[src/rtl/mult_div_unit_pkg.sv]
// Shared op codes, state encodings and iteration count for the multiply/divide unit.
package mult_div_unit_pkg;

  localparam logic [1:0] MD_MULT  = 2'b00;
  localparam logic [1:0] MD_MULTU = 2'b01;
  localparam logic [1:0] MD_DIV   = 2'b10;
  localparam logic [1:0] MD_DIVU  = 2'b11;

  localparam int MD_ITERS = 32;
  localparam logic [4:0] MD_LAST_ITER = 5'(MD_ITERS - 1);

  typedef enum logic [1:0] {
    MD_IDLE = 2'b00,
    MD_RUN  = 2'b01,
    MD_FIX  = 2'b10
  } md_state_e;

endpackage

[src/rtl/mult_div_unit_sign_fix.sv]
// Conditional two's-complement over 32 bits (upper half zeroed) or 64 bits.
module md_sign_fix (
  input  logic [63:0] value,
  input  logic        wide,
  input  logic        negate,
  output logic [63:0] result
);

  logic [31:0] lo_neg;
  logic [63:0] full_neg;

  always_comb begin
    lo_neg   = ~value[31:0] + 32'd1;
    full_neg = ~value + 64'd1;
    if (wide) result = negate ? full_neg : value;
    else      result = {32'd0, negate ? lo_neg : value[31:0]};
  end

endmodule

[src/rtl/mult_div_unit.sv]
// Iterative 32-bit MULT/MULTU/DIV/DIVU with HI/LO result registers.
// State | meaning: IDLE wait for start / MTHI / MTLO; RUN 32 iterations; FIX sign-correct and write HI/LO.
module mult_div_unit
  import mult_div_unit_pkg::*;
(
  input  logic        clk,
  input  logic        reset,
  input  logic        start,
  input  logic [1:0]  md_op,
  input  logic [31:0] a,
  input  logic [31:0] b,
  input  logic        mthi,
  input  logic        mtlo,
  output logic [31:0] hi,
  output logic [31:0] lo,
  output logic        busy,
  output logic        done,
  output logic        div_zero
);

  md_state_e   state;
  logic [4:0]  cnt;
  logic [63:0] acc;
  logic [31:0] mcand;
  logic        is_div;
  logic        sign_res;
  logic        sign_dvd;

  logic        op_div;
  logic        op_signed;
  logic        in_fix;
  logic [63:0] fix_a_val;
  logic        fix_a_neg;
  logic [63:0] fix_a;
  logic [63:0] fix_b;
  logic [63:0] fix_res;
  logic [32:0] mul_sum;
  logic [32:0] div_diff;
  logic [63:0] acc_next;

  assign op_div    = md_op[1];
  assign op_signed = ~md_op[0];
  assign in_fix    = (state == MD_FIX);

  // The a-side corrector is idle during FIX, so it is reused for the remainder.
  assign fix_a_val = in_fix ? {32'd0, acc[63:32]} : {32'd0, a};
  assign fix_a_neg = in_fix ? sign_dvd : (op_signed & a[31]);

  md_sign_fix u_fix_a (.value(fix_a_val), .wide(1'b0), .negate(fix_a_neg), .result(fix_a));
  md_sign_fix u_fix_b (.value({32'd0, b}), .wide(1'b0), .negate(op_signed & b[31]), .result(fix_b));
  md_sign_fix u_fix_res (.value(acc), .wide(~is_div), .negate(sign_res), .result(fix_res));

  always_comb begin
    mul_sum  = {1'b0, acc[63:32]} + (acc[0] ? {1'b0, mcand} : 33'd0);
    // acc[63] is the bit shifted out of the remainder; it keeps the trial value 33 bits wide.
    div_diff = acc[63:31] - {1'b0, mcand};
    acc_next = {mul_sum, acc[31:1]};
    if (is_div) begin
      acc_next = div_diff[32] ? {acc[62:0], 1'b0} : {div_diff[31:0], acc[30:0], 1'b1};
    end
  end

  always_ff @(posedge clk) begin
    if (reset) begin
      state    <= MD_IDLE;
      cnt      <= 5'd0;
      acc      <= 64'd0;
      mcand    <= 32'd0;
      is_div   <= 1'b0;
      sign_res <= 1'b0;
      sign_dvd <= 1'b0;
      hi       <= 32'd0;
      lo       <= 32'd0;
      busy     <= 1'b0;
      done     <= 1'b0;
      div_zero <= 1'b0;
    end else begin
      done     <= 1'b0;
      div_zero <= 1'b0;
      case (state)
        MD_IDLE: begin
          if (start) begin
            if (op_div && (b == 32'd0)) begin
              done     <= 1'b1;
              div_zero <= 1'b1;
            end else begin
              state    <= MD_RUN;
              busy     <= 1'b1;
              cnt      <= 5'd0;
              is_div   <= op_div;
              sign_res <= op_signed & (a[31] ^ b[31]);
              sign_dvd <= op_signed & a[31];
              acc      <= op_div ? fix_a : fix_b;
              mcand    <= op_div ? fix_b[31:0] : fix_a[31:0];
            end
          end else begin
            if (mthi) hi <= a;
            if (mtlo) lo <= a;
          end
        end
        MD_RUN: begin
          acc <= acc_next;
          if (cnt == MD_LAST_ITER) begin
            state <= MD_FIX;
            cnt   <= 5'd0;
          end else begin
            cnt <= cnt + 5'd1;
          end
        end
        MD_FIX: begin
          lo    <= fix_res[31:0];
          hi    <= is_div ? fix_a[31:0] : fix_res[63:32];
          busy  <= 1'b0;
          done  <= 1'b1;
          state <= MD_IDLE;
        end
        default: state <= MD_IDLE;
      endcase
    end
  end

endmodule
[config.mk]
export PLATFORM = sky130hd
export DESIGN_NAME = mult_div_unit
export DESIGN_NICKNAME = d
export VERILOG_FILES = /design/src/rtl/mult_div_unit_pkg.sv /design/src/rtl/mult_div_unit_sign_fix.sv /design/src/rtl/mult_div_unit.sv
export SDC_FILE = /design/constraint.sdc
export NUM_CORES = 1
export LEC_CHECK = 0
export CAP_MARGIN = 20
export CORE_UTILIZATION = 45
export CTS_CLUSTER_SIZE = 20
export DETAILED_ROUTE_END_ITERATION = 12
export PLACE_DENSITY_LB_ADDON = 0.08
export SYNTH_ARGS = -nofsm -noshare
export SYNTH_HDL_FRONTEND = slang
export SYNTH_SLANG_ARGS = --single-unit
[constraint.sdc]
create_clock -name clk -period 5.2 [get_ports clk]
set_input_delay 1.04 -clock clk [delete_from_list [all_inputs] [get_ports clk]]
set_output_delay 1.04 -clock clk [all_outputs]
set_load 0.005 [all_outputs]
Word level (Yosys, flattened, before mapping)
Index checks and enable logic that the tools add are counted.
- $add $sub $neg: 7
- $mul: 0
- shift-type cells: 0
- div/mod/pow operators: 0
- eq/ne operators: 9
- reduce and logical (&&, ||, !) cells: 12
- bitwise logic cells: 11
- multiplexer cells: 36
- $lt $le $gt $ge: 0
- operator list (operator ; count):
    $mux W32 ; 12
    $mux W64 ; 6
    $pmux W32 S2 ; 2
    $pmux W64 S2 ; 1
    $add A32 B1 Y32 const B ; 3
    $not A32 Y32 ; 3
    $add A64 B1 Y64 const B ; 1
    $not A64 Y64 ; 1
    $add A32 B32 Y33 ; 1
    $sub A33 B32 Y33 ; 1
    $logic_not A32 Y1 ; 1
    $reduce_and A3 Y1 ; 6
    $mux W5 ; 3
    $ne A2 B2 Y1 const B ; 6
    $pmux W5 S2 ; 1
    $mux W2 ; 3
    $add A5 B1 Y5 const B ; 1
    $eq A5 B5 Y1 const B ; 1
    $mux W1 ; 5
    $pmux W1 S2 ; 2
    $pmux W2 S2 ; 1
    $reduce_bool A2 Y1 ; 2
    $and A1 B1 Y1 ; 3
    $not A1 Y1 ; 3
    other kinds (6) ; 6
- bits in writable memories: 0
- bits of input ports: 71
- output and inout port bits: 67
- bits in latches: 0
- memories: 0
- register bits: 173
- ROM bits: 0
- word-level logic and storage cells: 87

Logic depth before layout (Yosys ltp)
Gate-level depths: netlist of run 1.
- word-level depth: 9
- depth in mapped cells: 15
- mapped depth without buffers: 13

Hierarchy
Synthesis of run 1 repeated with hierarchy kept, for this count alone.
- cells, all modules: 2731
- area total of the unflattened synthesis: 19573.8 µm²
- modules (own cells, without submodules) (module ; area an instance (µm²) ; times used ; cells each ; sequential area each (µm²)):
    mult_div_unit ; 13297.8 ; 1 ; 1757 ; 3463.3
    md_sign_fix (u_fix_a ...) ; 2053.2 ; 2 ; 327 ; 0.0
    md_sign_fix (u_fix_b) ; 2169.6 ; 1 ; 320 ; 0.0

Worst setup path after synthesis of run 1
No wires, ideal clock.
- kind: reg-to-reg
- start: register acc[31]
- end: register acc[57]
- stages on the path, launching flop included: 14
- path slack: 1.940 ns
- data arrival time: 3.138 ns
- clock period less this slack: 3.260 ns
- setup time: 0.122 ns
- path through: dfxtp_1 -> clkbuf_1 -> inv_1 -> ha_1 -> fa_1 -> nand2b_1 -> a21oi_1 -> o21ai_0 -> a211o_1 -> a211oi_2 -> xnor2_1 -> clkbuf_1 -> nor2_1 -> a221o_1
- word-level cells in the longest chain between the ends: 4
- RTL lines (what ; RTL line ; text):
    start: declaration ; mult_div_unit.sv:23 ; logic [63:0] acc;
    start signal: assignment ; mult_div_unit.sv:93 ; acc <= op_div ? fix_a : fix_b;
    start signal: assignment ; mult_div_unit.sv:102 ; acc <= acc_next;
    $sub A33 B32 Y33 ; mult_div_unit.sv:56 ; div_diff = acc[63:31] - {1'b0, mcand};
    $mux W64 ; mult_div_unit.sv:59 ; acc_next = div_diff[32] ? {acc[62:0], 1'b0} : {div_diff[31:0], acc[30:0], 1'b1};
    $mux W64 ; mult_div_unit.sv:58 ; if (is_div) begin
    $pmux W64 S2 ; mult_div_unit.sv:80 ; case (state)
Every way passes these cells.
A chain may end at the register's enable or synchronous reset.

Worst setup path in the final report of run 1
- start: register state[0]
- end: register mcand[23]
- word-level cells in the longest chain between the ends: 6
- elaborated cells on any way between the ends: 9
- classes of those cells: add/sub (1); eq/ne (1); mux (4); bitwise (1); reduce/logical (2)
- RTL lines (what ; RTL line ; text):
    start: declaration ; mult_div_unit.sv:21 ; md_state_e state;
    start signal: assignment ; mult_div_unit.sv:65 ; state <= MD_IDLE;
    start signal: assignment ; mult_div_unit.sv:87 ; state <= MD_RUN;
    start signal: assignment ; mult_div_unit.sv:104 ; state <= MD_FIX;
    $eq A2 B2 Y1 ; mult_div_unit.sv:43 ; assign in_fix = (state == MD_FIX);
    $mux W32 ; mult_div_unit.sv:46 ; assign fix_a_val = in_fix ? {32'd0, acc[63:32]} : {32'd0, a};
    $not A32 Y32 ; mult_div_unit_sign_fix.sv:13 ; lo_neg = ~value[31:0] + 32'd1;
    $add A32 B1 Y32 ; mult_div_unit_sign_fix.sv:13 ;
    $mux W32 ; mult_div_unit_sign_fix.sv:16 ; else result = {32'd0, negate ? lo_neg : value[31:0]};
    $mux W32 ; mult_div_unit.sv:94 ; mcand <= op_div ? fix_b[31:0] : fix_a[31:0];
    end signal: assignment ; mult_div_unit.sv:94 ;
    end: declaration ; mult_div_unit.sv:24 ; logic [31:0] mcand;
Parallel ways exist; a longest one is shown, timed or not.

==> impl_metrics.csv, run 1 <==
group,metric,value,unit
yosys,ys_types,88,
detailed_routing,drt-pass1-iter-count,6,
finish,fill_cells,3390,
global_routing,met3_usage,5.36,%
power,combPwrFrac,31.3,%
detailed_routing,vias,16198,
power,p_leak,0.00706,uW
detailed_routing,drt_wl_total,61200,um
timing,period_share,80.7,%
global_routing,antenna_found_initial,0,
die,rows,67,
power,p_int,2600,uW
critical_path,required,5.48,ns
yosys,async_flop_share,0,%
place,port_buffers,137,
power,powerDensity,229,nW/um^2
timing,whs,0.451,ns
clock_network,cts_hold_buf,0,
critical_path,cp_slowest_cell,"dfxtp_1",
die,die_area,35500,sq um
critical_path,cpMostUsedCell,"a211oi_1",
yosys,syn_area_per_cell,7.50,sq um
global_routing,grt_pass1_vias,14874,
critical_path,crit_buf_inv,1,
finish,synthToLayoutAreaGrowth,14.5,%
yosys,synth_nets,2225,
detailed_routing,avgViaCountPerCell,6.27,
timing,worst_slew_pin_slew,1.02,ns
detailed_routing,wl_per_cell,23.7,um
timing,fin_ws,1.01,ns
global_routing,grt_pass1_wl,92100,um
critical_path,cp_max_fo,30,
clock_network,htree_levels,4,
critical_path,cp-start-kind,"flip-flop",
clock_network,postCtsSetupBuffers,0,
yosys,ys_ff_latch,173,
critical_path,path_cells,"nand2b_4, buf_4, mux2i_2, nand3_4, nor4_4, a31oi_1, xor2_1, nor2_1, a211oi_1, a211oi_1",
global_routing,use_met1,48.1,%
clock_network,cts_tree,"built",
timing,period_minus_slack,4.19,ns
power,p_seq_share,36.8,%
timing,slew_headroom,31.8,%
clock_network,clock-sinks,173,
finish,drive_above_1_share,6.52,%
global_routing,grt.busiest_layer,"met2",
die,initial_core_util,46.2,%
critical_path,critPathTopFamily,"simple AND/OR/NAND/NOR gates",
yosys,ys.flop_type,"dfxtp_1",
power,power.switching,1500,uW
min_path,hold_path_class,"flip-flop to flip-flop",
clock_network,clock_path_buffers,2,
yosys,synth_commonest_cells,"254 x nor2_1, 173 x dfxtp_1, 166 x nand2_1",
yosys,synth_cells,2083,
die,die_h,188,um
yosys,netlist_area,15600,sq um
power,ir_drop,0.245,mV
yosys,yosys.area.top_type_share,22.2,%
clock_network,clk_latency,0.45,ns
critical_path,worstSetupPathType,"flip-flop to flip-flop",
die,core_area,33900,sq um
global_routing,met2_usage,53.0,%
place,dp_slack,0.831,ns
yosys,yosys.area.top_type,"dfxtp_1",
global_routing,track_usage,33.8,%
detailed_routing,antenna_left,0,
yosys,ys.warnings.count,0,
place,dpl.hpwl,47300,um
finish,final_nets,2263,
yosys,synth.most_common_cell,"nor2_1",
timing,hold_viol,0,
global_routing,grt_overflow,0,
yosys,yosys-top-cells-area,"dfxtp_1 22%, mux2i_1 9.1%, nor2_1 6.1%",
die,ios,138,
timing,final-setup-viol-count,0,
clock_network,clk_pin_slew,0.07,ns
timing,skew,0.0124,ns
timing,tns,0,ns
power,power_frac_clock,31.8,%
timing,slew_viol_final,0,
yosys,ys_seq_area_share,22.2,%
power,sw_frac_of_total,36.5,%
clock_network,clockRootBuffer,"clkbuf_16",
critical_path,cp-end-kind,"flip-flop",
detailed_routing,drt_iter0_markers,1712,
die,die_w,188,um
critical_path,cp.arrival,4.48,ns
critical_path,slowest_delay,0.63,ns
global_routing,grt_max_degree,104,
yosys,synth_edf_count,0,
clock_network,cts_buffers,17,
detailed_routing,drc,0,
timing,rsz0062_at_grt,"false",
clock_network,post_cts_resized,0,
flow_run,maxCapViolations,0,
outcome,status,"finished, final reports clean",
timing,timing.fmax,0.238,GHz
place,gp_congestion,0.986,
-- area by class of cell --
type	count	area [sq um]	area share, %
Clock inverter	11	109	0.608
Timing Repair Buffer	184	1750	9.77
Antenna cell	2	5.00	0.0280
Clock buffer	20	457	2.55
Tap cell	448	561	3.13
Multi-Input combinational cell	1690	11300	63.4
Sequential cell	173	3470	19.4
Inverter	55	206	1.15
-- routing by layer --
layer	part of all wire, %	routed length [um]
met1	46	27900
met2	44	27000
met3	8.2	5050
met4	2.0	1220
met5	0	0
-- state kept, by name, summed over array words and instances (netlist names) --
signal,cells
busy,1
lo,32
mcand,32
sign_dvd,1
cnt,5
hi,32
acc,64
is_div,1
div_zero,1
state,2
sign_res,1
done,1
-- path summary, 6_finish.rpt --
check,to,cells after the start,from,slack [ns]
setup / recovery,mcand[23]$_SDFFE_PP0P_,10,state[0]$_SDFFE_PP0P_,1.01
hold / removal,mcand[3]$_SDFFE_PP0P_,2,mcand[3]$_SDFFE_PP0P_,0.45
setup reg to reg,mcand[23]$_SDFFE_PP0P_,10,state[0]$_SDFFE_PP0P_,1.01
hold reg to reg,mcand[3]$_SDFFE_PP0P_,2,mcand[3]$_SDFFE_PP0P_,0.45
-- power by group through the flow --
stage          sequential [uW]  clock, uW  combinational (uW)
3_5_place_dp              1540          0                1260
4_1_cts                   1510       1310                1260
5_1_grt                   1520       1360                1380
3_3_place_gp              1530          0                1240
2_1_floorplan             1480          0                 840
6_report                  1510       1300                1280
-- placed cells by master (no fill, tap or decap), types with 16 or more instances in the layout --
master and count:
xor2_1 71, a31oi_1 19, o211ai_1 34, nand2_1 166, buf_4 46, nand3_1 25, mux2i_1 142, inv_1 55
nand2b_1 20, o41ai_1 16, a22oi_1 20, nor2b_1 18, a21o_1 35, o31ai_1 23, a211oi_1 101, o21ai_0 113
clkbuf_16 17, clkdlybuf4s50_1 135, nor2_1 252, dfxtp_1 171, nor3_1 67, xnor2_1 95, or3_1 24, a21oi_1 147
ha_1 69
-- metrics by stage --
step / util [%] / instances / power (uW) / instance area (sq um)
after CTS: 52.8 / 2581 / 4080 / 17900
after detailed placement: 51.2 / 2550 / 2790 / 17300
final: 52.8 / 2583 / 4090 / 17900
after global placement: 51.1 / 2549 / 2780 / 17300
after global routing: 52.8 / 2581 / 4260 / 17900
after floorplan: - / 2083 / 2320 / 15600
-- worst reg2reg max path: cells and delay by family (launching register included) --
family,cells,cell delay [ns]
AO/OA/AOI/OAI,3,0.93
XOR/XNOR,1,0.39
buffers and inverters,1,0.40
flip-flops,1,0.63
multiplexers,1,0.40
AND/OR/NAND/NOR,4,1.27
-- logic make-up (layout without fill, tap and decap cells) --
logic type / after synthesis / count (layout) / synth area share (%)
AOI/OAI and AO/OA: 618 / 618 / 26.3
xor gates and xnor gates: 168 / 168 / 9.46
adders and majority gates: 71 / 71 / 5.78
buffers and inverters: 220 / 270 / 5.55
DFF: 173 / 173 / 22.2
muxes: 158 / 158 / 10.3
other: 0 / 2 / 0
and+or+nand+nor: 675 / 675 / 20.5
(Power assumes the default switching activity.)
==> run 2, diff against run 1 <==
clock period = 4.3 ns   (was 5.2 ns; I/O delays follow)
==> impl_metrics.csv, run 2 (same netlist as run 1, synthesis figures left out) <==
group,metric,value,unit
detailed_routing,drc,0,
min_path,hold_path_class,"flip-flop to flip-flop",
critical_path,rrSetupSlack,0.37,ns
clock_network,htree_levels,4,
power,ir_drop,0.313,mV
critical_path,cp.arrival,4.29,ns
critical_path,cp_slowest_cell,"xnor2_2",
power,p_leak,0.00731,uW
power,powerDensity,285,nW/um^2
flow_run,maxCapViolations,0,
detailed_routing,vias,16519,
clock_network,clock-sinks,173,
finish,regMostFlops,"acc",
clock_network,cts_tree,"built",
clock_network,clk_pin_slew,0.08,ns
clock_network,clock_path_buffers,2,
timing,tns,0,ns
clock_network,clk_latency,0.47,ns
critical_path,cp-start-kind,"flip-flop",
detailed_routing,drt_iter0_markers,1834,
timing,period_minus_slack,3.93,ns
finish,final_nets,2307,
critical_path,crit_buf_inv,2,
critical_path,cp_max_fo,16,
timing,worst_slew_pin_slew,1.16,ns
clock_network,clockRootBuffer,"clkbuf_16",
critical_path,rr_startpoint,"mcand[25]$_SDFFE_PP0P_",
die,initial_core_util,46.2,%
min_path,worstHoldEndpoint,"mcand[4]$_SDFFE_PP0P_",
clock_network,cts_buffers,17,
finish,final_cell_mix,"252 x nor2_1, 171 x dfxtp_1, 166 x nand2_1, 147 x a21oi_1, 142 x mux2i_1",
finish,final_common_cell,"nor2_1",
timing,skew,0.0130,ns
timing,whs,0.457,ns
detailed_routing,wl_per_cell,24.9,um
finish,synthToLayoutAreaGrowth,17.0,%
timing,rsz0062_at_grt,"false",
detailed_routing,drt-pass1-iter-count,5,
critical_path,ff2ff_path_depth,10,
global_routing,grt_pass1_wl,96900,um
critical_path,required,4.66,ns
min_path,whs_path_depth,2,
critical_path,worstSetupPathType,"flip-flop to flip-flop",
timing,slew_viol_final,0,
min_path,worst_hold_startpoint,"mcand[4]$_SDFFE_PP0P_",
place,gp_congestion,0.984,
detailed_routing,drt_wl_total,65200,um
detailed_routing,avgViaCountPerCell,6.29,
finish,drive_above_1_share,8.41,%
finish,final_util,54.0,%
die,die_h,188,um
timing,hold_viol,0,
finish,diodes,0,
global_routing,grt_max_degree,66,
die,rows,67,
outcome,status,"finished, final reports clean",
critical_path,crit_cells,10,
clock_network,post_cts_resized,0,
die,ios,138,
critical_path,slowest_delay,0.91,ns
die,core_area,33900,sq um
global_routing,grt_pass1_vias,15340,
detailed_routing,antenna_left,0,
clock_network,postCtsSetupBuffers,0,
global_routing,grt_overflow,0,
die,die_area,35500,sq um
place,dpl.hpwl,50000,um
global_routing,antenna_found_initial,0,
clock_network,cts_hold_buf,0,
critical_path,cp-end-kind,"flip-flop",
place,port_buffers,137,
critical_path,r2r_end,"acc[57]$_SDFFE_PP0P_",
die,die_w,188,um
timing,final-setup-viol-count,0,
timing,slew_headroom,22.3,%
critical_path,critPathTopFamily,"compound AO/OA/AOI/OAI gates",
critical_path,path_cells,"inv_1, ha_1, a2111oi_0, nor2_1, nor4_1, a211oi_2, xnor2_2, buf_4, nor2_1, a221o_1",
timing,period_share,91.4,%
global_routing,track_usage,36.2,%
timing,timing.fmax,0.254,GHz
critical_path,cpMostUsedCell,"nor2_1",
finish,largest_register_ffs,64,
-- run 2: changes by cell type in the layout (fill, tap and decap cells not counted), sizes merged --
cell and delta:
clkinv +1, diode -2, bufinv +3, buf +44
clkbuf -1, clkinvlp -1, inv -2
-- run 2: area by class of cell --
cell class | instances | area, sq um
tap | 448 | 561
fill | 3339 | 15600
clock inverter | 12 | 186
multi-input combinational | 1690 | 11300
timing repair buffer | 228 | 2080
sequential | 173 | 3470
inverter | 55 | 206
clock buffer | 19 | 443
-- run 2: worst max-delay path by stage --
stage | from | end | slack [ns]
finish | mcand[25]$_SDFFE_PP0P_ | acc[57]$_SDFFE_PP0P_ | 0.37
global route | acc[0]$_SDFFE_PP0P_ | acc[63]$_SDFFE_PP0P_ | 0.16
CTS | mcand[25]$_SDFFE_PP0P_ | acc[57]$_SDFFE_PP0P_ | 0.50
detailed placement | b[11] | acc[25]$_SDFFE_PP0P_ | 0.33
global placement | b[24] | acc[0]$_SDFFE_PP0P_ | 0.35
floorplan | acc[31]$_SDFFE_PP0P_ | acc[57]$_SDFFE_PP0P_ | 1.04
-- run 2: where the power goes --
part | switching [uW] | internal (uW)
clock network | 779 | 993
registers | 128 | 1700
logic | 973 | 634
total | 1880 | 3320
-- run 2: worst reg2reg max path, cell delays in order, from the launching register on --
cell and delay, ns:
dfxtp_1 0.37, inv_1 0.12, ha_1 0.41, a2111oi_0 0.61, nor2_1 0.13, nor4_1 0.42, a211oi_2 0.19, xnor2_2 0.91
buf_4 0.29, nor2_1 0.05, a221o_1 0.31
-- run 2: layer usage --
layer | GRT usage, % | part of all wire, %
met1 | 50.3 | 45
met2 | 52.8 | 42
met3 | 9.65 | 10
met4 | 14.5 | 3.6
met5 | 0 | 0
-- run 2: stage by stage --
step	total power [uW]	worst slack (ns)	cells	cell area [sq um]
2_1_floorplan	2810	1.04	2083	15600
3_3_place_gp	3420	0.352	2594	17700
3_5_place_dp	3420	0.326	2594	17700
4_1_cts	5170	0.498	2625	18300
5_1_grt	5390	0.164	2625	18300
6_report	5200	0.369	2625	18300
